### config.mk
export PLATFORM = sky130hd
export DESIGN_NAME = pixel_color_scheduler
export DESIGN_NICKNAME = d
export VERILOG_FILES = /design/src/rtl/pixel_color_scheduler.sv
export SDC_FILE = /design/constraint.sdc
export NUM_CORES = 2
export LEC_CHECK = 0
export ABC_CLOCK_PERIOD_IN_PS = 7050
export BUFFER_PORTS_ARGS = -buffer_cell sky130_fd_sc_hd__buf_2
export CAP_MARGIN = 10
export CORE_MARGIN = 2
export CORE_UTILIZATION = 55
export DETAILED_ROUTE_END_ITERATION = 16
export HOLD_SLACK_MARGIN = 0.15
export PLACE_DENSITY_LB_ADDON = 0.08
export SLEW_MARGIN = 20
export SYNTH_ARGS = -nofsm -noshare
export SYNTH_HDL_FRONTEND = slang
export SYNTH_SLANG_ARGS = --single-unit
### constraint.sdc
create_clock -name clk_in -period 7.05 [get_ports clk_in]
set_clock_uncertainty 0.15 [all_clocks]
set_input_delay 1.41 -clock clk_in [delete_from_list [all_inputs] [get_ports clk_in]]
set_output_delay 1.41 -clock clk_in [all_outputs]
set_load 0.02 [all_outputs]
### src/rtl/pixel_color_scheduler.sv
`default_nettype none
// ============================================================================
// Module      : pixel_color_scheduler
// Description : Feeds per-pixel hit records into a fixed-latency, non-stallable
//               shading pipeline and re-pairs each returned colour with its
//               pixel through a tag delay line. Results are queued in a
//               first-word-fall-through FIFO for the frame-buffer writer.
//               Credit throttling (FIFO entries + in-flight records) keeps the
//               FIFO from overflowing even though the shader cannot stall.
// Ports       :
//   clk_in, rst_in (async, active-low)
//   hit_*_in / hit_ready_out   : hit record from the ray caster (valid/ready)
//   shade_*_out                : registered record issued to the shader
//   shade_r/g/b_in, shade_valid_in : shader result, SHADE_LATENCY cycles later
//   pix_*_out / pix_ready_in   : pixel stream to the frame-buffer writer
//   busy_out                   : work in flight or queued
//   sync_err_out               : sticky tag/return mismatch flag
// Revision    : 1.0 - initial release
// ============================================================================
module pixel_color_scheduler #(
    parameter int          SHADE_LATENCY = 32,
    parameter int          OUT_DEPTH     = 8,
    parameter logic [31:0] BG_COLOR      = 32'h0
) (
    input  logic        clk_in,
    input  logic        rst_in,
    // hit record input
    input  logic        hit_valid_in,
    output logic        hit_ready_out,
    input  logic        hit_miss_in,
    input  logic [10:0] hit_x_in,
    input  logic [9:0]  hit_y_in,
    input  logic [31:0] hit_block_pos_x_in,
    input  logic [31:0] hit_block_pos_y_in,
    input  logic [31:0] hit_block_pos_z_in,
    input  logic [2:0]  hit_block_color_in,
    input  logic [2:0]  hit_block_dir_in,
    input  logic [31:0] hit_ray_x_in,
    input  logic [31:0] hit_ray_y_in,
    input  logic [31:0] hit_ray_z_in,
    input  logic [31:0] hit_t_in,
    // issue to shader
    output logic        shade_valid_out,
    output logic [31:0] shade_block_pos_x_out,
    output logic [31:0] shade_block_pos_y_out,
    output logic [31:0] shade_block_pos_z_out,
    output logic [2:0]  shade_block_color_out,
    output logic [2:0]  shade_block_dir_out,
    output logic [31:0] shade_ray_x_out,
    output logic [31:0] shade_ray_y_out,
    output logic [31:0] shade_ray_z_out,
    output logic [31:0] shade_t_out,
    // shader return
    input  logic [31:0] shade_r_in,
    input  logic [31:0] shade_g_in,
    input  logic [31:0] shade_b_in,
    input  logic        shade_valid_in,
    // pixel output
    output logic        pix_valid_out,
    input  logic        pix_ready_in,
    output logic [10:0] pix_x_out,
    output logic [9:0]  pix_y_out,
    output logic [31:0] pix_r_out,
    output logic [31:0] pix_g_out,
    output logic [31:0] pix_b_out,
    // status
    output logic        busy_out,
    output logic        sync_err_out
);

    localparam int c_cnt_w = $clog2(OUT_DEPTH + 1);
    localparam int c_ptr_w = $clog2(OUT_DEPTH);
    localparam int c_drn_w = $clog2(SHADE_LATENCY + 2);
    localparam int c_tag_w = 23;   // {x[10:0], y[9:0], miss, valid}

    localparam logic [c_cnt_w:0]   c_depth    = (c_cnt_w + 1)'(OUT_DEPTH);
    localparam logic [c_drn_w-1:0] c_drn_last = c_drn_w'(SHADE_LATENCY);
    localparam logic [c_ptr_w-1:0] c_ptr_last = c_ptr_w'(OUT_DEPTH - 1);

    typedef enum logic [0:0] {
        ST_DRAIN = 1'b0,
        ST_RUN   = 1'b1
    } state_t;

    state_t               r_state;
    state_t               w_state_nxt;
    logic [c_drn_w-1:0]   r_drn_cnt;

    logic [c_cnt_w-1:0]   r_inflight;
    logic [c_cnt_w-1:0]   r_fifo_cnt;
    logic [c_cnt_w:0]     w_used;

    logic                 r_iss_vld;
    logic                 r_iss_miss;
    logic [10:0]          r_iss_x;
    logic [9:0]           r_iss_y;

    logic [c_tag_w-1:0]   r_tag [SHADE_LATENCY];
    logic [c_tag_w-1:0]   w_tail;
    logic                 w_ret;
    logic                 w_ret_miss;
    logic [10:0]          w_ret_x;
    logic [9:0]           w_ret_y;

    logic [10:0]          r_mem_x [OUT_DEPTH];
    logic [9:0]           r_mem_y [OUT_DEPTH];
    logic [31:0]          r_mem_r [OUT_DEPTH];
    logic [31:0]          r_mem_g [OUT_DEPTH];
    logic [31:0]          r_mem_b [OUT_DEPTH];
    logic [c_ptr_w-1:0]   r_wr_ptr;
    logic [c_ptr_w-1:0]   r_rd_ptr;

    logic                 r_sync_err;
    logic                 w_run;
    logic                 w_accept;
    logic                 w_pop;

    // ------------------------------------------------------------------
    // Control FSM: after reset, wait long enough for every result issued
    // before reset to have left the shader before accepting new work.
    // ------------------------------------------------------------------
    always_ff @(posedge clk_in or negedge rst_in) begin
        if (!rst_in) begin
            r_state <= ST_DRAIN;
        end else begin
            r_state <= w_state_nxt;
        end
    end

    always_comb begin
        w_state_nxt = r_state;
        case (r_state)
            ST_DRAIN: if (r_drn_cnt == c_drn_last) w_state_nxt = ST_RUN;
            ST_RUN:   w_state_nxt = ST_RUN;
            default:  w_state_nxt = ST_DRAIN;
        endcase
    end

    always_ff @(posedge clk_in or negedge rst_in) begin
        if (!rst_in) begin
            r_drn_cnt <= '0;
        end else if (r_state == ST_DRAIN && r_drn_cnt != c_drn_last) begin
            r_drn_cnt <= r_drn_cnt + c_drn_w'(1);
        end
    end

    assign w_run = (r_state == ST_RUN);

    // ------------------------------------------------------------------
    // Credits: only registered counts feed the ready, so a pop frees its
    // slot one cycle later and pix_ready_in never reaches hit_ready_out.
    // ------------------------------------------------------------------
    assign w_used        = {1'b0, r_fifo_cnt} + {1'b0, r_inflight};
    assign hit_ready_out = w_run && (w_used < c_depth);
    assign w_accept      = hit_valid_in & hit_ready_out;
    assign w_pop         = pix_valid_out & pix_ready_in;

    // ------------------------------------------------------------------
    // Issue register. Miss records take a slot in the tag line but are not
    // shown to the shader; the shade fields hold when nothing is accepted.
    // ------------------------------------------------------------------
    always_ff @(posedge clk_in or negedge rst_in) begin
        if (!rst_in) begin
            shade_valid_out       <= 1'b0;
            r_iss_vld             <= 1'b0;
            r_iss_miss            <= 1'b0;
            r_iss_x               <= '0;
            r_iss_y               <= '0;
            shade_block_pos_x_out <= '0;
            shade_block_pos_y_out <= '0;
            shade_block_pos_z_out <= '0;
            shade_block_color_out <= '0;
            shade_block_dir_out   <= '0;
            shade_ray_x_out       <= '0;
            shade_ray_y_out       <= '0;
            shade_ray_z_out       <= '0;
            shade_t_out           <= '0;
        end else begin
            shade_valid_out <= w_accept & ~hit_miss_in;
            r_iss_vld       <= w_accept;
            if (w_accept) begin
                r_iss_miss            <= hit_miss_in;
                r_iss_x               <= hit_x_in;
                r_iss_y               <= hit_y_in;
                shade_block_pos_x_out <= hit_block_pos_x_in;
                shade_block_pos_y_out <= hit_block_pos_y_in;
                shade_block_pos_z_out <= hit_block_pos_z_in;
                shade_block_color_out <= hit_block_color_in;
                shade_block_dir_out   <= hit_block_dir_in;
                shade_ray_x_out       <= hit_ray_x_in;
                shade_ray_y_out       <= hit_ray_y_in;
                shade_ray_z_out       <= hit_ray_z_in;
                shade_t_out           <= hit_t_in;
            end
        end
    end

    // ------------------------------------------------------------------
    // Tag delay line: the tag enters alongside shade_valid_out and emerges
    // in the same cycle as the matching shader result.
    // ------------------------------------------------------------------
    always_ff @(posedge clk_in or negedge rst_in) begin
        if (!rst_in) begin
            for (int i = 0; i < SHADE_LATENCY; i++) begin
                r_tag[i] <= '0;
            end
        end else begin
            r_tag[0] <= {r_iss_x, r_iss_y, r_iss_miss, r_iss_vld};
            for (int i = 1; i < SHADE_LATENCY; i++) begin
                r_tag[i] <= r_tag[i-1];
            end
        end
    end

    assign w_tail     = r_tag[SHADE_LATENCY-1];
    assign w_ret      = w_tail[0];
    assign w_ret_miss = w_tail[1];
    assign w_ret_y    = w_tail[11:2];
    assign w_ret_x    = w_tail[22:12];

    // ------------------------------------------------------------------
    // Output FIFO (first-word-fall-through). Every emerging tag is written,
    // even if the shader failed to flag its result, so pixel order and the
    // credit accounting stay intact.
    // ------------------------------------------------------------------
    always_ff @(posedge clk_in or negedge rst_in) begin
        if (!rst_in) begin
            for (int i = 0; i < OUT_DEPTH; i++) begin
                r_mem_x[i] <= '0;
                r_mem_y[i] <= '0;
                r_mem_r[i] <= '0;
                r_mem_g[i] <= '0;
                r_mem_b[i] <= '0;
            end
        end else if (w_ret) begin
            r_mem_x[r_wr_ptr] <= w_ret_x;
            r_mem_y[r_wr_ptr] <= w_ret_y;
            r_mem_r[r_wr_ptr] <= w_ret_miss ? BG_COLOR : shade_r_in;
            r_mem_g[r_wr_ptr] <= w_ret_miss ? BG_COLOR : shade_g_in;
            r_mem_b[r_wr_ptr] <= w_ret_miss ? BG_COLOR : shade_b_in;
        end
    end

    always_ff @(posedge clk_in or negedge rst_in) begin
        if (!rst_in) begin
            r_wr_ptr <= '0;
            r_rd_ptr <= '0;
        end else begin
            if (w_ret) begin
                r_wr_ptr <= (r_wr_ptr == c_ptr_last) ? '0 : r_wr_ptr + c_ptr_w'(1);
            end
            if (w_pop) begin
                r_rd_ptr <= (r_rd_ptr == c_ptr_last) ? '0 : r_rd_ptr + c_ptr_w'(1);
            end
        end
    end

    // Accept, return and pop may all land in one cycle; each counter sees
    // only its own increment/decrement pair.
    always_ff @(posedge clk_in or negedge rst_in) begin
        if (!rst_in) begin
            r_inflight <= '0;
            r_fifo_cnt <= '0;
        end else begin
            case ({w_accept, w_ret})
                2'b10:   r_inflight <= r_inflight + c_cnt_w'(1);
                2'b01:   r_inflight <= r_inflight - c_cnt_w'(1);
                default: r_inflight <= r_inflight;
            endcase
            case ({w_ret, w_pop})
                2'b10:   r_fifo_cnt <= r_fifo_cnt + c_cnt_w'(1);
                2'b01:   r_fifo_cnt <= r_fifo_cnt - c_cnt_w'(1);
                default: r_fifo_cnt <= r_fifo_cnt;
            endcase
        end
    end

    // Shader valid disagreeing with the tag stream; DRAIN returns are stale
    // by definition and are not flagged.
    always_ff @(posedge clk_in or negedge rst_in) begin
        if (!rst_in) begin
            r_sync_err <= 1'b0;
        end else if (w_run && ((w_ret && !w_ret_miss && !shade_valid_in) ||
                               (shade_valid_in && (!w_ret || w_ret_miss)))) begin
            r_sync_err <= 1'b1;
        end
    end

    assign pix_valid_out = (r_fifo_cnt != '0);
    assign pix_x_out     = r_mem_x[r_rd_ptr];
    assign pix_y_out     = r_mem_y[r_rd_ptr];
    assign pix_r_out     = r_mem_r[r_rd_ptr];
    assign pix_g_out     = r_mem_g[r_rd_ptr];
    assign pix_b_out     = r_mem_b[r_rd_ptr];
    assign busy_out      = (r_inflight != '0) || (r_fifo_cnt != '0);
    assign sync_err_out  = r_sync_err;

endmodule
`default_nettype wire

==> flow_summary.toml <==
[status]
status = "completed"

[cells_and_area]
stdcell_area_um2 = 81900
drive_above_1_share_pct = 33.1
fillCellCount = 9557
multi_input_area_um2 = 20500
register_area_um2 = 48800
final_common_cell = "dfrtp_1"
area_delta_synth_final_pct = 16.0
final_nets = 5783
layout_common_cells = "1944 x dfrtp_1, 772 x nand2_1, 771 x o21ai_0"

[power_and_ir_drop]
power_frac_clock_pct = 32.2
combPwrFrac_pct = 22.4
leakagePower_uw = 0.0394
peakVddDrop_v = 0.000397
power.density_nw_per_um2 = 380
finalPower_uw = 31100
seq_power_share_pct = 45.4
power.net_switching_uw = 8920
switching_share_pct = 28.7
internal-power_uw = 22200

[detailed_routing]
num_vias = 39100
wl_per_cell_um = 21.5
first_pass_iters = 5
viasPerCell = 5.40
ant_nets = 0
postRouteWirelength_mm = 155
remaining_drc_errors = 0
drt_iter0_markers = 2671

[sta]
timing.final.crit_share_pct = 72.6
rsz0062_at_grt = "no"
slew_viol_final = 0
setup_viol_count_final = 0
setup_tns_ns = 0
hold_viol = 0
worstMarginPinSlew_ns = 1.21
final.min_clock_period_ns = 5.12
slew_headroom_pct = 19.2
holdWs_ns = 0.172
max_freq_ghz = 0.195

[floorplan]
die_x_um = 362
die_area_um2 = 131000
initial_core_util_pct = 55.3
num_rows = 131
core_um2 = 128000
ioPinCount = 705
die_h_um = 362

[critical_path]
end_kind = "output port"
cp_max_fo = 41
slowest_stage = "dfrtp_4"
arrival_ns = 3.56
reg2reg_from = "r_inflight[3]"
cp.required_ns = 5.49
worst_setup_path_start_kind = "flip-flop"
worstPathCellList = "buf_4 -> mux4_2 -> mux2_2 -> buf_2"
crit_family = "flip-flops"
cp_num_buf_inv = 2
path_class = "reg -> out"
crit_start = "r_rd_ptr[0]"
critPathMaxStageDelay_ns = 1.02

[synth]
synth_cells = 4754
avgSynthCellArea_um2 = 14.8
synthDistinctLibCells = 39
synth_nets = 5124
yosys_warnings = 0
yosysSeqAreaShare_pct = 69.1
syn_area_um2 = 70600
synth-seq-cells = 1948

[min_path]
min_path_type = "reg -> reg"
holdCritStartpoint = "r_tag[494]"

[clock_tree]
path_clk_slew_ns = 0.06
cts_root_buf = "clkbuf_16"
insertion_delay_ns = 0.79
cts_made_buffers = 191
cts_resized = 0
post-cts-setup-buffer-count = 0
cts.sinks = 1948
htree_num_levels = 4
cts_hold_buf = 0
cts_tree = "done"
clockBufferDepth = 3

[place]
dp_hpwl_mm = 90.7
gp_congestion = 0.841
io_buffers = 704
place_area_um2 = 75600

[grt]
track_usage_pct = 24.3
antenna_found_initial = 35
overflow = 0
grt_pass1_vias = 41600
grt_max_degree = 188
grt_pass1_wl_mm = 246

[run]
drv_cap = 0
-- logic make-up after synthesis --
kind of cell / after synthesis / share of synthesized area (%)
XOR/XNOR: 9 / 0.112
adder cells (fa/ha/maj): 17 / 0.323
AO/OA/AOI/OAI: 790 / 5.67
buffers and inverters: 308 / 2.03
multiplexers: 779 / 17.5
flip-flops: 1948 / 69.1
AND/OR/NAND/NOR: 903 / 5.32
-- power groups by stage --
| stage | sequential (µW) | clock (µW) | combinational (µW) |
|---|---|---|---|
| 2_1_floorplan | 14700 | 0 | 4360 |
| 3_3_place_gp | 14200 | 0 | 6970 |
| 3_5_place_dp | 14300 | 0 | 7070 |
| 4_1_cts | 14200 | 10300 | 7060 |
| 5_1_grt | 14300 | 10700 | 7370 |
| 6_report | 14100 | 10000 | 6970 |
-- synth_stat cells --
cell,instances,area (µm²)
a2111o_1,2,22.5
a211o_1,1,8.76
a21o_1,3,22.5
a21oi_1,5,25.0
a22o_1,1,8.76
a31o_2,1,8.76
a31oi_1,1,6.26
buf_1,49,184
buf_2,24,120
buf_6,18,203
buf_8,10,150
clkbuf_1,192,721
dfrtp_1,1948,48700
fa_1,2,40.0
ha_1,15,188
inv_1,15,56.3
mux2_2,296,3330
mux2_4,247,3710
mux2i_1,2,20.0
mux4_2,234,5270
nand2_1,772,2900
nand2b_1,99,619
nand3_1,4,20.0
nand4_1,1,6.26
nand4b_1,6,52.6
nand4bb_1,3,33.8
nor2_1,3,11.3
nor2b_1,1,6.26
nor3_1,3,15.0
nor3b_1,6,45.0
o211ai_1,2,15.0
o21ai_0,771,3860
o311ai_0,2,17.5
o41ai_1,1,8.76
or4_1,1,7.51
or4b_1,2,20.0
or4b_2,2,20.0
xnor2_1,6,52.6
xor2_1,3,26.3
-- area by class of cell --
cell class,count,share of cell area [%]
Timing Repair Buffer,759,5.20
Multi-Input combinational cell,2498,25.0
Antenna cell,11,0.0336
Tap cell,1662,2.54
Inverter,15,0.0688
Clock inverter,66,0.952
Clock buffer,278,6.66
Sequential cell,1948,59.6
-- per-stage QoR --
step | worst slack [ns] | utilization, % | std cells
after floorplan | 3.28 | - | 4754
after global placement | 2.66 | 59.3 | 6882
after detailed placement | 2.64 | 59.3 | 6882
after CTS | 1.77 | 64.2 | 7226
after global routing | 1.67 | 64.2 | 7230
final | 1.93 | 64.2 | 7237
-- flip-flops by register name, summed over array words and instances (netlist names), 11 cells and up --
| signal | flops |
|---|---|
| r_tag | 713 |
| r_mem_b | 256 |
| r_mem_g | 256 |
| r_mem_r | 256 |
| r_mem_x | 88 |
| r_mem_y | 80 |
| shade_block_pos_x_out | 32 |
| shade_block_pos_y_out | 32 |
| shade_block_pos_z_out | 32 |
| shade_ray_x_out | 32 |
| shade_ray_y_out | 32 |
| shade_ray_z_out | 32 |
| shade_t_out | 32 |
| w_tail | 23 |
| r_iss_x | 11 |
-- path summary, 6_finish.rpt --
path / cells past startpoint / slack [ns] / endpoint
worst max-delay path: 4 / 1.93 / pix_r_out[8]
worst min-delay path: 0 / 0.17 / r_tag[471]
worst max register to register: 8 / 3.27 / r_inflight[3]
worst min register to register: 0 / 0.17 / r_tag[471]
max in group asynchronous: 3 / 4.58 / r_mem_g[135]
min in group asynchronous: 1 / 0.39 / r_tag[56]
-- routing by layer --
metal | part of all wire [%] | track usage, %
met5 | 0.15 | 0
met4 | 2.9 | 7.75
met3 | 6.0 | 6.01
met2 | 49 | 39.1
met1 | 42 | 33.1
(Power assumes the default switching activity.)
